===== src/rtl/mtr_pkg.sv =====
// Shared types and constants for the motor duty-cycle controller.
package mtr_pkg;

   typedef enum logic [1:0] {
      IDLE  = 2'd0,
      RAMP  = 2'd1,
      HOLD  = 2'd2,
      BRAKE = 2'd3
   } mtr_st_t;

   localparam int                DUTY_W   = 11;
   localparam logic [DUTY_W-1:0] DUTY_MID = 11'h400;
   localparam int                SPD_MAX  = 1023;
   localparam logic [DUTY_W-1:0] CNT_LAST = 11'h7FF;

   // Clamp a 12-bit signed speed request into the symmetric +/-SPD_MAX range.
   function automatic logic signed [DUTY_W-1:0] sat_spd(input logic signed [11:0] v);
      logic signed [11:0]       lim;
      logic signed [11:0]       neg_lim;
      logic signed [DUTY_W-1:0] r;
      lim     = 12'(SPD_MAX);
      neg_lim = -lim;
      if (v > lim) begin
         r = lim[DUTY_W-1:0];
      end else if (v < neg_lim) begin
         r = neg_lim[DUTY_W-1:0];
      end else begin
         r = v[DUTY_W-1:0];
      end
      return r;
   endfunction

endpackage


===== src/rtl/duty_slew.sv =====
// Per-channel slew unit: moves the actual speed one step toward the target.
// MTR_RAMP_EN defined   : bounded step of 'step' per update.
// MTR_RAMP_EN undefined : the actual jumps straight to the target.
module duty_slew
   import mtr_pkg::*;
(
   input  logic signed [DUTY_W-1:0] tgt,
   input  logic signed [DUTY_W-1:0] act,
   input  logic        [9:0]        step,
   output logic signed [DUTY_W-1:0] act_nxt,
   output logic                     at_tgt
);

`ifdef MTR_RAMP_EN
   logic signed [11:0] diff;
   logic        [11:0] mag;

   // Snap to target when within one step, otherwise move by exactly one step.
   always_comb begin
      diff = {tgt[DUTY_W-1], tgt} - {act[DUTY_W-1], act};
      mag  = diff[11] ? 12'(-diff) : diff;
      if (mag <= {2'b00, step}) begin
         act_nxt = tgt;
      end else if (diff[11]) begin
         act_nxt = act - $signed({1'b0, step});
      end else begin
         act_nxt = act + $signed({1'b0, step});
      end
   end
`else
   logic unused_step;

   assign unused_step = ^step;
   assign act_nxt     = tgt;
`endif

   assign at_tgt = (act_nxt == tgt);

endmodule


===== src/rtl/mtr_duty_ctrl.sv =====
// Left/right motor duty sequencer: target handshake, per-period slewing,
// brake fast-ramp and period-aligned duty outputs.
// Slew limiting is enabled by MTR_RAMP_EN (see duty_slew).
//
// state | meaning
// IDLE  | targets and actuals at zero, waiting for a nonzero target pair
// RAMP  | actuals slewing toward targets at each period boundary
// HOLD  | actuals equal targets, duties constant
// BRAKE | targets forced to zero, fast slew; spd_rdy low
module mtr_duty_ctrl
   import mtr_pkg::*;
#(
   parameter int unsigned STEP     = 16,
   parameter int unsigned BRK_MULT = 4
) (
   input  logic                     clk,
   input  logic                     rst_n,
   input  logic signed [11:0]       lft_spd,
   input  logic signed [11:0]       rght_spd,
   input  logic                     spd_vld,
   output logic                     spd_rdy,
   input  logic                     brk,
   output logic        [DUTY_W-1:0] lft_duty,
   output logic        [DUTY_W-1:0] rght_duty,
   output logic                     duty_upd,
   output logic                     prd_strt,
   output logic                     settled
);

   localparam logic [9:0] STEP_NRM = 10'(STEP);
   localparam logic [9:0] STEP_BRK = 10'(STEP * BRK_MULT);

   mtr_st_t                  state_q, state_d;
   logic        [DUTY_W-1:0] cnt_q, cnt_d;
   logic signed [DUTY_W-1:0] tgt_l_q, tgt_l_d, tgt_r_q, tgt_r_d;
   logic signed [DUTY_W-1:0] act_l_q, act_l_d, act_r_q, act_r_d;
   logic                     settled_q, settled_d;
   logic                     duty_upd_q, duty_upd_d;
   logic                     prd_strt_q, prd_strt_d;

   logic signed [DUTY_W-1:0] act_l_nxt, act_r_nxt;
   logic signed [DUTY_W-1:0] sat_l, sat_r;
   logic                     at_l, at_r;
   logic [9:0]               step_s;
   logic                     bnd;
   logic                     hs;

   // Brake wins over a same-cycle handshake, so ready drops with the raw request.
   assign spd_rdy = (state_q != BRAKE) && !brk;
   assign hs      = spd_vld && spd_rdy;
   assign bnd     = (cnt_q == CNT_LAST);
   assign step_s  = (state_q == BRAKE) ? STEP_BRK : STEP_NRM;
   assign sat_l   = sat_spd(lft_spd);
   assign sat_r   = sat_spd(rght_spd);

   duty_slew u_slew_l (
      .tgt     (tgt_l_q),
      .act     (act_l_q),
      .step    (step_s),
      .act_nxt (act_l_nxt),
      .at_tgt  (at_l)
   );

   duty_slew u_slew_r (
      .tgt     (tgt_r_q),
      .act     (act_r_q),
      .step    (step_s),
      .act_nxt (act_r_nxt),
      .at_tgt  (at_r)
   );

   // Next-state, target capture and boundary-aligned actual update.
   always_comb begin
      state_d    = state_q;
      cnt_d      = cnt_q + 1'b1;
      prd_strt_d = bnd;
      tgt_l_d    = tgt_l_q;
      tgt_r_d    = tgt_r_q;
      act_l_d    = act_l_q;
      act_r_d    = act_r_q;
      duty_upd_d = bnd && ((act_l_nxt != act_l_q) || (act_r_nxt != act_r_q));

      // Boundary update always uses the targets held before this cycle's handshake.
      if (bnd) begin
         act_l_d = act_l_nxt;
         act_r_d = act_r_nxt;
      end

      if (brk) begin
         state_d = BRAKE;
         tgt_l_d = '0;
         tgt_r_d = '0;
      end else begin
         unique case (state_q)
            IDLE: begin
               if (hs) begin
                  tgt_l_d = sat_l;
                  tgt_r_d = sat_r;
                  if ((sat_l != '0) || (sat_r != '0)) state_d = RAMP;
               end
            end
            RAMP: begin
               if (hs) begin
                  tgt_l_d = sat_l;
                  tgt_r_d = sat_r;
               end else if (bnd && at_l && at_r) begin
                  state_d = HOLD;
               end
            end
            HOLD: begin
               if (hs) begin
                  tgt_l_d = sat_l;
                  tgt_r_d = sat_r;
                  if ((sat_l != act_l_q) || (sat_r != act_r_q)) state_d = RAMP;
               end
            end
            BRAKE: begin
               tgt_l_d = '0;
               tgt_r_d = '0;
               if ((act_l_q == '0) && (act_r_q == '0)) state_d = IDLE;
            end
            default: state_d = IDLE;
         endcase
      end

      settled_d = (act_l_d == tgt_l_d) && (act_r_d == tgt_r_d);
   end

   // Controller registers.
   always_ff @(posedge clk or negedge rst_n) begin
      if (!rst_n) begin
         state_q    <= IDLE;
         cnt_q      <= '0;
         tgt_l_q    <= '0;
         tgt_r_q    <= '0;
         act_l_q    <= '0;
         act_r_q    <= '0;
         settled_q  <= 1'b1;
         duty_upd_q <= 1'b0;
         prd_strt_q <= 1'b0;
      end else begin
         state_q    <= state_d;
         cnt_q      <= cnt_d;
         tgt_l_q    <= tgt_l_d;
         tgt_r_q    <= tgt_r_d;
         act_l_q    <= act_l_d;
         act_r_q    <= act_r_d;
         settled_q  <= settled_d;
         duty_upd_q <= duty_upd_d;
         prd_strt_q <= prd_strt_d;
      end
   end

   // Offset-binary duty straight from the actual registers, so reset lands on mid-scale.
   assign lft_duty  = DUTY_MID + $unsigned(act_l_q);
   assign rght_duty = DUTY_MID + $unsigned(act_r_q);
   assign duty_upd  = duty_upd_q;
   assign prd_strt  = prd_strt_q;
   assign settled   = settled_q;

endmodule


===== config.mk =====
export PLATFORM = sky130hd
export DESIGN_NAME = mtr_duty_ctrl
export DESIGN_NICKNAME = d
export VERILOG_FILES = /design/src/rtl/mtr_pkg.sv /design/src/rtl/duty_slew.sv /design/src/rtl/mtr_duty_ctrl.sv
export SDC_FILE = /design/constraint.sdc
export NUM_CORES = 1
export LEC_CHECK = 0
export BUFFER_PORTS_ARGS = -buffer_cell sky130_fd_sc_hd__buf_4
export CAP_MARGIN = 20
export CORE_ASPECT_RATIO = 1.2
export CORE_MARGIN = 2
export CORE_UTILIZATION = 45
export CTS_CLUSTER_DIAMETER = 200
export CTS_CLUSTER_SIZE = 16
export DETAILED_ROUTE_END_ITERATION = 12
export REMOVE_ABC_BUFFERS = 1
export SLEW_MARGIN = 20
export SYNTH_ARGS = -nofsm -noshare
export SYNTH_HDL_FRONTEND = slang
export SYNTH_HIERARCHICAL = 1
export SYNTH_SLANG_ARGS = --single-unit
export TNS_END_PERCENT = 30

===== constraint.sdc =====
create_clock -name clk -period 4.2 [get_ports clk]
set_input_delay 0.84 -clock clk [delete_from_list [all_inputs] [get_ports clk]]
set_output_delay 0.84 -clock clk [all_outputs]
set_load 0.02 [all_outputs]

Word-level counts from Yosys, hierarchy flattened
Cells that the tools add are included.

operators by class
  multiplexer cells = 21
  equality and inequality tests = 18
  add/subtract/negate cells = 3
  order comparisons = 4
  reduce and logical (&&, ||, !) cells = 16

operators with widths
  kind                    count
  $mux 11                 10
  $ne 11x11->1            4
  $pmux 11 s2             2
  $gt 12x11->1 const B    2
  $lt 12x11->1 const B    2
  $add 11x11->11 const A  2
  $eq 11x11->1            2
  $logic_not 11->1        2
  $reduce_bool 11->1      2
  $ne 3x3->1 const B      6
  $mux 2                  8
  $add 11x1->11 const B   1
  $eq 11x11->1 const B    1
  $pmux 2 s4              1
  $reduce_and 7->1        1
  $logic_and 1x1->1       5
  $eq 2x2->1 const B      2
  $logic_or 1x1->1        3
  $ne 3x2->1 const B      1
  $reduce_or 3->1         1
  $eq 2x1->1 const B      1
  $logic_not 2->1         1
  $ne 2x2->1 const B      1
  $logic_not 1->1         1

storage, ports and cells
  input port bits = 28
  flip-flop bits (word level) = 60
  logic and storage cells = 71
  output and inout port bits = 26

Depth between registers and ports, before layout
  depth in word-level cells = 9
  gate-level depth with buffers = 10
  mapped depth without buffers = 9

Modules after synthesis
The synthesis kept the hierarchy.

modules (own cells, without submodules)
  module         cells each  times used  sequential area each (µm²)  area each (µm²)
  mtr_duty_ctrl  450         1           1502.7                      4045.1
  duty_slew      13          2           0.0                         93.8

Worst setup path before layout
Ideal clock, no wire load.

  kind = input-to-reg
  start = input lft_spd[10]
  end = register settled_q (netlist: settled)
  arrival = 2.680 ns
  stages = 9
  required time = 4.110 ns
  setup time = 0.090 ns
  slack = 1.430 ns
  buffers on the path = 2
  cell sequence = clkbuf_1 -> nor2b_1 -> nor2b_1 -> clkbuf_1 -> a21oi_1 -> xnor2_1 -> nand2_1 -> or4_4 -> nor4_2

between the ends
  longest elaborated chain between the ends = 8
  elaborated cells on any way between the ends = 9
  those cells by class = 2 x order compare; 1 x eq/ne; 5 x mux; 1 x reduce/logical

ends and longest elaborated chain
  element                line                                                             text
  start, declared        mtr_duty_ctrl.sv:18                                              input logic signed [11:0] lft_spd,
  $lt 12x11->1           mtr_pkg.sv:25                                                    end else if (v < neg_lim) begin
  $mux 11                mtr_pkg.sv:25
  $mux 11 (*)            mtr_pkg.sv:23                                                    if (v > lim) begin
  $mux 11 (*)            mtr_duty_ctrl.sv:96, mtr_duty_ctrl.sv:103, mtr_duty_ctrl.sv:111
  $pmux 11 s2 (*)        mtr_duty_ctrl.sv:94                                              unique case (state_q)
  $mux 11 (*)            mtr_duty_ctrl.sv:89                                              if (brk) begin
  named net tgt_l_d[9]   mtr_duty_ctrl.sv:35                                              logic signed [DUTY_W-1:0] tgt_l_q, tgt_l_d, tgt_r_q, tgt_r_d;
  $eq 11x11->1 (*)       mtr_duty_ctrl.sv:126                                             settled_d = (act_l_d == tgt_l_d) && (act_r_d == tgt_r_d);
  $logic_and 1x1->1 (*)  mtr_duty_ctrl.sv:126
  named net settled_d    mtr_duty_ctrl.sv:37                                              logic settled_q, settled_d;
  end signal, assigned   mtr_duty_ctrl.sv:148                                             settled_q <= settled_d;
  end, declared          mtr_duty_ctrl.sv:37

The timed path passes the listed nets; every way through them passes the cells marked *.
A chain may end at the register's enable or synchronous reset.

Worst setup path in the final report
  start = input brk
  end = register settled_q (netlist: settled)

between the ends
  longest elaborated chain between the ends = 8
  elaborated cells on any way between the ends = 12
  those cells by class = 2 x eq/ne; 6 x mux; 4 x reduce/logical

ends and longest elaborated chain
  element                line                                                             text
  start, declared        mtr_duty_ctrl.sv:22                                              input logic brk,
  $logic_not 1->1        mtr_duty_ctrl.sv:49                                              assign spd_rdy = (state_q != BRAKE) && !brk;
  $logic_and 1x1->1      mtr_duty_ctrl.sv:49
  $logic_and 1x1->1      mtr_duty_ctrl.sv:50                                              assign hs = spd_vld && spd_rdy;
  $mux 11                mtr_duty_ctrl.sv:96, mtr_duty_ctrl.sv:103, mtr_duty_ctrl.sv:111
  $pmux 11 s2            mtr_duty_ctrl.sv:94
  $mux 11 (*)            mtr_duty_ctrl.sv:89
  named net tgt_l_d[9]   mtr_duty_ctrl.sv:35
  $eq 11x11->1 (*)       mtr_duty_ctrl.sv:126
  $logic_and 1x1->1 (*)  mtr_duty_ctrl.sv:126
  named net settled_d    mtr_duty_ctrl.sv:37

Marked as above.

==> results.json <==
{
  "status": "complete, no violations",
  "antenna_found_initial": 0,
  "gr-total-overflow": 0,
  "wl_per_cell_um": 19.9,
  "layout.nets": 497,
  "cp_cell_sequence": "buf_4, nand2b_1, inv_1, o21ai_0, a21oi_1, xnor2_1, nand2_1, or4_4, nor4_2",
  "start_kind": "primary input",
  "leakage_nw": 2.02,
  "n_antenna_cell": 0,
  "rsz0062_at_grt": "false",
  "drv_slew": 0,
  "min_to": "cnt_q[5]$_DFF_PN0_",
  "register_area_sq_um": 1500,
  "cts-root-buf": "clkbuf_8",
  "final_common_cell": "dfrtp_1",
  "critPathMaxStageDelay_ns": 0.54,
  "vias_per_cell": 5.82,
  "cp.arrival_ns": 3.04,
  "cp_max_fo": 22,
  "post_cts_resized": 0,
  "cts_tree": "yes",
  "portBuffers": 53,
  "p_per_area_nw_per_um2": 314,
  "cp.depth": 9,
  "drc": 0,
  "area_growth_pct": 7.87,
  "die_h_um": 110,
  "grt_pass1_wl_um": 18700,
  "start_util_pct": 46.6,
  "yosysWarnings": 6,
  "skew_ns": 0.0142,
  "dp_hpwl_um": 8610,
  "cpMaxStageDelayCell": "or4_4",
  "min_from": "cnt_q[5]$_DFF_PN0_",
  "r2r-start": "cnt_q[0]$_DFF_PN0_",
  "netlist_area_sq_um": 4230,
  "grt_pass1_vias": 3440,
  "reg2reg_depth": 7,
  "cts_max_path_buffers": 2,
  "clock_latency_ns": 0.36,
  "maxSlewHeadroom_pct": 48.0,
  "critPathBufInv": 2,
  "postCtsHoldBufs": 0,
  "cts_buffers": 9,
  "hold_class": "flip-flop to flip-flop",
  "multi_input_area_sq_um": 2210,
  "dpl.cell_count": 577,
  "fp.coreArea_sq_um": 9080,
  "setup_viol": 0,
  "die_area_sq_um": 10200,
  "clkTransAtPathRegs_ns": 0.07,
  "critPathRequiredTime_ns": 4.47,
  "fin_crit_sh_pct": 66.0,
  "grt_use_total_pct": 24.4,
  "regToRegSetupSlack_ns": 1.47,
  "vias": 3452,
  "drtPass1Iterations": 5,
  "drv_cap": 0,
  "crit_path_end_kind": "flip-flop",
  "num_rows": 38,
  "die_width_um": 92.5,
  "setup_tns_ns": 0,
  "layout_common_cells": "dfrtp_1 (59), buf_4 (53), xnor2_1 (43)",
  "drtIter0Drc": 216,
  "postSynthCellCount": 475,
  "rr_endpoint": "settled$_DFF_PN1_",
  "final_cells": 593,
  "crit_family": "simple AND/OR/NAND/NOR gates",
  "ant_nets": 0,
  "grt_start_max_net_pins": 61,
  "drive_gt1_share_pct": 21.8,
  "hold_viol": 0,
  "tightest_slew_ns": 0.780,
  "max_freq_ghz": 0.361,
  "htree_levels": 3,
  "holdPathStages": 1,
  "ioPinCount": 54,
  "gp_congestion": 0.950,
  "ir_drop_mv": 0.242,
  "avgSynthCellArea_sq_um": 8.90,
  "cts_setup_buffers": 0,
  "post-route-min-period_ns": 2.77,
  "clock-sinks": 60,
  "wl_um": 11800,
  "worstSetupPathType": "primary input to flip-flop",
  "nFillCells": 873
}
[how the worst max path moves through the flow]
stage,endpoint,slack (ns),start
5_1_grt,settled$_DFF_PN1_,1.26,brk
3_3_place_gp,state_q[0]$_DFFE_PN0P_,1.10,rght_spd[11]
4_1_cts,settled$_DFF_PN1_,1.43,cnt_q[0]$_DFF_PN0_
2_1_floorplan,settled$_DFF_PN1_,1.47,brk
3_5_place_dp,settled$_DFF_PN1_,1.10,brk
6_report,settled$_DFF_PN1_,1.43,brk
[cell type report]
class / instances / share of cell area [%]
multi-input cells: 326 / 48.4
flip-flops and latches: 60 / 32.9
repair buffers: 53 / 8.72
clock buffers: 13 / 3.70
well taps: 120 / 3.29
clock inverters: 3 / 1.51
inverters: 18 / 1.48
[layer usage]
| metal | share of wire, % | up-vias | wire length (um) | global-route usage, % |
|---|---|---|---|---|
| met4 | 2.3 | 0 | 272 | 8.85 |
| met5 | 0 | - | 0 | 0 |
| met1 | 42 | 1691 | 4920 | 30.3 |
| met2 | 51 | 116 | 5990 | 41.6 |
| met3 | 5.1 | 23 | 595 | 5.85 |
| li1 | - | 1622 | - | - |
[through the flow]
stage          area, sq um  total power, mW  setup slack, ns  hold slack [ns]  utilization (%)
2_1_floorplan         3780            0.724             1.47            0.439                -
4_1_cts               4560             1.45             1.43            0.475             50.2
3_5_place_dp          4320            0.819             1.10            0.462             47.6
3_3_place_gp          4320            0.818             1.10            0.455             47.6
6_report              4560             1.43             1.43            0.470             50.2
5_1_grt               4560             1.50             1.26            0.489             50.2
[registers in the layout, indices dropped and copies added, names as in the netlist]
| name | cells |
|---|---|
| act_l_q | 11 |
| act_r_q | 11 |
| cnt_q | 11 |
| tgt_l_q | 11 |
| tgt_r_q | 11 |
| state_q | 2 |
| duty_upd | 1 |
| prd_strt | 1 |
| settled | 1 |
[power by group]
part / internal, mW / switching [mW] / total, mW
sequential: 0.594 / 0.0156 / 0.609
clock: 0.384 / 0.241 / 0.625
combinational: 0.0795 / 0.121 / 0.200
total: 1.06 / 0.377 / 1.43
[worst register-to-register path, cell delays in order, from the launching register on]
cell and delay [ns]:
dfrtp_1 0.40, ha_1 0.27, and4_4 0.53, mux2_2 0.42, xnor2_1 0.22, nand4_1 0.12
or4_4 0.44, nor4_2 0.26
(Power assumes the default switching activity.)
